File: src/rtl/mem_arbiter_pkg.sv
// Types shared by the unified-memory arbiter and its neighbours.
// Holds the arbiter state encoding and the memory request payload struct.
// Payload widths match the default 32-bit address/data configuration.
package common;

  localparam int MEM_ADDR_W = 32;
  localparam int MEM_DATA_W = 32;
  localparam int MEM_BE_W   = MEM_DATA_W / 8;

  typedef enum logic [1:0] {
    ARB_IDLE,
    ARB_BUSY_IF,
    ARB_BUSY_DM
  } mem_arb_state_t;

  typedef struct packed {
    logic                  we;
    logic [MEM_ADDR_W-1:0] addr;
    logic [MEM_DATA_W-1:0] wdata;
    logic [MEM_BE_W-1:0]   be;
  } mem_req_type;

endpackage

File: src/rtl/mem_arbiter.sv
// Arbitrates the single-ported unified memory between fetch (IF) and load/store (DM).
// Latency: grant is combinational from IDLE; completion follows memory rvalid.
// Backpressure: requesters are held off by withholding gnt; one access outstanding.
module mem_arbiter
  import common::*;
#(
  parameter int ADDR_WIDTH   = 32,
  parameter int DATA_WIDTH   = 32,
  parameter int STARVE_LIMIT = 4
) (
  input  logic                    clk,
  input  logic                    reset,
  input  logic                    if_req,
  input  logic [ADDR_WIDTH-1:0]   if_addr,
  output logic                    if_gnt,
  output logic                    if_rvalid,
  output logic [DATA_WIDTH-1:0]   if_rdata,
  input  logic                    dm_req,
  input  logic                    dm_we,
  input  logic [ADDR_WIDTH-1:0]   dm_addr,
  input  logic [DATA_WIDTH-1:0]   dm_wdata,
  input  logic [DATA_WIDTH/8-1:0] dm_be,
  output logic                    dm_gnt,
  output logic                    dm_rvalid,
  output logic [DATA_WIDTH-1:0]   dm_rdata,
  output logic                    mem_req,
  output logic                    mem_we,
  output logic [ADDR_WIDTH-1:0]   mem_addr,
  output logic [DATA_WIDTH-1:0]   mem_wdata,
  output logic [DATA_WIDTH/8-1:0] mem_be,
  input  logic                    mem_rvalid,
  input  logic [DATA_WIDTH-1:0]   mem_rdata
);

  localparam int            CW    = $clog2(STARVE_LIMIT + 1);
  localparam logic [CW-1:0] LIMIT = CW'(STARVE_LIMIT);

  mem_arb_state_t state;
  logic [CW-1:0]  starve_cnt;
  logic           idle;
  logic           starved;
  mem_req_type    if_pl;
  mem_req_type    dm_pl;
  mem_req_type    mem_pl;

  // Grant decision: only from IDLE, DM preferred unless IF has been starved.
  always_comb begin
    idle    = !reset && (state == ARB_IDLE);
    starved = (starve_cnt == LIMIT);
    if_gnt  = idle && if_req && (!dm_req || starved);
    dm_gnt  = idle && dm_req && !(if_req && starved);
    mem_req = if_gnt || dm_gnt;
  end

  // Payload mux: winner's payload while granting, all-zero otherwise.
  always_comb begin
    if_pl       = '0;
    if_pl.we    = 1'b0;
    if_pl.addr  = if_addr;
    if_pl.be    = '1;
    dm_pl.we    = dm_we;
    dm_pl.addr  = dm_addr;
    dm_pl.wdata = dm_wdata;
    dm_pl.be    = dm_be;
    mem_pl      = '0;
    if (if_gnt) begin
      mem_pl = if_pl;
    end else if (dm_gnt) begin
      mem_pl = dm_pl;
    end
    mem_we    = mem_pl.we;
    mem_addr  = mem_pl.addr;
    mem_wdata = mem_pl.wdata;
    mem_be    = mem_pl.be;
  end

  // Completion routing: rvalid goes to whichever side owns the access; a
  // completion seen in IDLE (spurious, or orphaned by reset) is dropped.
  always_comb begin
    if_rvalid = !reset && (state == ARB_BUSY_IF) && mem_rvalid;
    dm_rvalid = !reset && (state == ARB_BUSY_DM) && mem_rvalid;
    if_rdata  = mem_rdata;
    dm_rdata  = mem_rdata;
  end

  // Transaction FSM: no grant in the completion cycle, so BUSY always returns to IDLE.
  always_ff @(posedge clk) begin
    if (reset) begin
      state <= ARB_IDLE;
    end else begin
      case (state)
        ARB_IDLE: begin
          if (if_gnt) begin
            state <= ARB_BUSY_IF;
          end else if (dm_gnt) begin
            state <= ARB_BUSY_DM;
          end
        end
        ARB_BUSY_IF, ARB_BUSY_DM: begin
          if (mem_rvalid) begin
            state <= ARB_IDLE;
          end
        end
        default: state <= ARB_IDLE;
      endcase
    end
  end

  // Starvation guard: count DM wins over a waiting fetch, saturate, clear on IF win.
  always_ff @(posedge clk) begin
    if (reset) begin
      starve_cnt <= '0;
    end else if (if_gnt) begin
      starve_cnt <= '0;
    end else if (dm_gnt && if_req && !starved) begin
      starve_cnt <= starve_cnt + CW'(1);
    end
  end

endmodule
File: config.mk
export PLATFORM = sky130hd
export DESIGN_NAME = mem_arbiter
export DESIGN_NICKNAME = d
export VERILOG_FILES = /design/src/rtl/mem_arbiter_pkg.sv /design/src/rtl/mem_arbiter.sv
export SDC_FILE = /design/constraint.sdc
export NUM_CORES = 1
export LEC_CHECK = 0
export ABC_AREA = 1
export CORE_AREA = 2 2 108 110
export CTS_CLUSTER_DIAMETER = 60
export CTS_CLUSTER_SIZE = 28
export DETAILED_ROUTE_END_ITERATION = 10
export DIE_AREA = 0 0 110 112
export PLACE_DENSITY_LB_ADDON = 0.1
export SLEW_MARGIN = 0
export SYNTH_ARGS = -nofsm -noshare
export SYNTH_HDL_FRONTEND = slang
export SYNTH_SLANG_ARGS = --single-unit
export TNS_END_PERCENT = 20
File: constraint.sdc
create_clock -name clk -period 1.7 [get_ports clk]
set_input_delay 0.34 -clock clk [delete_from_list [all_inputs] [get_ports clk]]
set_output_delay 0.34 -clock clk [all_outputs]
set_load 0.03 [all_outputs]
==> qor.yml <==
run_status:
  outcome: "finished, violations left"
  failed_checks: "negative setup slack"
synthesis:
  yosysSeqAreaShare_pct: 6.29
  synth_warnings: 0
  postSynthCellCount: 298
  ys_seq_elements: 5
  synth_top_area_cell: "buf_4"
  synth-edff-count: 0
  async_reset_ff_share_pct: 0
  synth.area.top_cells: "buf_4, nand2_1, inv_1"
  ys_types: 20
  syn_nets: 441
  syn_avg_cell_area_um2: 5.34
  syn-cell-area_um2: 1590
  synth.top_cell.area_share_pct: 30.2
  synth_ff_type: "dfxtp_1"
global_route:
  grt_antenna_before_repair: 0
  grt_overflow: 0
  grt_pass1_vias: 2046
  track_usage_pct: 10.7
  grt_first_pass_wirelength_um: 10300
  grt_max_degree: 34
critical_path:
  cpPeakStageDelay_ns: 0.31
  cp.required_ns: 1.36
  crit_path_frequent_cell: "buf_12"
  path_cells: "inv_2 -> ha_4 -> nand2_4 -> o21ai_4 -> inv_6 -> buf_12 -> nand2_1 -> nand2_2 -> buf_12"
  cp_num_buf_inv: 4
  critical_path.startpoint_type: "register"
  r2r_setup_slack_ns: 0.39
  path_class: "reg2out"
  slowest_stage: "dfxtp_2"
  crit_family: "buffers and inverters"
  worstSetupEndpointType: "output pin"
  critPathMaxFanout: 7
  crit_arrival_ns: 1.54
place:
  dpl.cell_count: 565
  routabilityCongestion: 0.750
  port_buffers: 179
  place_hpwl_um: 5820
  post_dp_cell_area_um2: 3110
detailed_routing:
  drt.antenna.violating_nets: 0
  drtIter0Drc: 53
  wl_per_cell_um: 12.2
  drtPass1Iterations: 4
  dr_total_vias: 2049
  wl_um: 6970
  drc: 0
  vias_per_cell: 3.59
run:
  maxCapViolations: 0
timing:
  drv_slew: 0
  fin_crit_sh_pct: 111
  final-hold-violation-count: 0
  fmax_ghz: 0.532
  worstMarginPinSlew_ns: 0.236
  worst_clock_skew_ns: 0.000812
  rsz0062_at_grt: "true"
  setup_slack_ns: -0.181
  slew_headroom_pct: 84.2
  setup_viol: 70
  period_needed_ns: 1.88
die:
  rows: 39
  core_area_um2: 11200
  die_h_um: 112
  floorplan.initialDensity_pct: 14.2
  ios: 276
  die_x_um: 110
  dieArea_um2: 12300
finish:
  fin_nets: 572
  antennaDiodeCount: 0
  layout_common_cells: "clkdlybuf4s50_1, nand2_1, buf_4"
  multi_input_area_um2: 885
  drive_gt1_share_pct: 34.6
  final_common_cell: "clkdlybuf4s50_1"
  syn_to_final_growth_pct: 120
  layout.cells.non_filler: 571
  final_area_um2: 3500
  ff_latch_area_um2: 105
  n_fill_cell: 1227
clock_tree:
  cts_tree: "yes"
  clkTransAtPathRegs_ns: 0.03
  clk_latency_ns: 0.23
  clock_path_buffers: 2
  cts_buffers: 3
  root_buffer: "clkbuf_16"
  cts_max_level: 1
  cts_sinks: 5
pwr:
  power_density_nw_per_um2: 691
  finalPower_uw: 2420
  leakage_uw: 0.00181
  worst_ir_drop_vdd_mv: 0.805
worst_hold_path:
  hp-class: "reg2reg"
[routing by layer]
layer  global-route usage (%)  routed length (um)  up-vias
li1                         -                   -     1054
met1                     11.5                2520      876
met2                     19.5                3620       86
met3                     2.87                 590       33
met4                     3.88                 235        0
met5                        0                   0        -
[layout make-up]
| type | count | share of cell area, % |
|---|---|---|
| Tap cell | 143 | 5.11 |
| Clock buffer | 4 | 2.25 |
| Multi-Input combinational cell | 175 | 25.3 |
| Sequential cell | 5 | 3.00 |
| Inverter | 45 | 5.36 |
| Timing Repair Buffer | 199 | 59.0 |
[Yosys cell counts (2+ instances only)]
library cell	count
a21oi_1	4
buf_2	3
buf_4	64
buf_6	6
dfxtp_1	5
ha_1	5
inv_1	39
inv_2	3
nand2_1	116
nand2_2	2
nand3_1	4
nand3_2	2
nor2_1	38
[path summary, 6_finish.rpt]
check / from / endpoint / cells after the start
setup / recovery: starve_cnt[0] / mem_addr[10] / 9
hold / removal: starve_cnt[2] / starve_cnt[2] / 2
setup reg to reg: state[1] / starve_cnt[2] / 10
hold reg to reg: starve_cnt[2] / starve_cnt[2] / 2
[flip-flops by register name, indices dropped and copies added (netlist names)]
register	flops
starve_cnt	3
state	2
[where the power goes]
group	switching (uW)	leakage (uW)	total [uW]	internal, uW
Clock	75.4	0.0000382	386	311
Sequential	12.0	0.0000424	155	143
Combinational	963	0.00173	1880	914
Total	1050	0.00181	2420	1370
[cells by family (layout without fill, tap and decap cells)]
kind of cell	after synthesis	in the layout	share of synthesized area [%]
DFF	5	5	6.29
adders and majority gates	5	5	3.93
and+or+nand+nor	164	164	40.7
buffers and inverters	118	248	46.5
AOI/OAI and AO/OA	6	6	2.59
[through the flow]
stage                     utilization (%)  worst slack (ns)  hold WS, ns  TNS (ns)
after floorplan                         -           -0.0674        0.459     -2.61
after global placement               27.8            -0.346        0.502    -18.74
after detailed placement             27.8            -0.304        0.507    -17.97
after CTS                            31.2            -0.226        0.555    -10.89
after global routing                 31.3            -0.285        0.622    -15.56
final                                31.3            -0.181        0.556     -8.85
[tightest hold or removal path, delay by kind of cell, from the launching register on]
kind,cells,cell delay (ns)
AO/OA/AOI/OAI,1,0.13
flip-flops,1,0.33
AND/OR/NAND/NOR,1,0.05
[what timing repair did]
item,CTS,global route
endpoints found under the setup margin,72,71
hold buffers,0,0
pin swaps,12,1
cloned,1,0
buffers inserted,2,0
resized for setup,86,4
(Power assumes the default switching activity.)
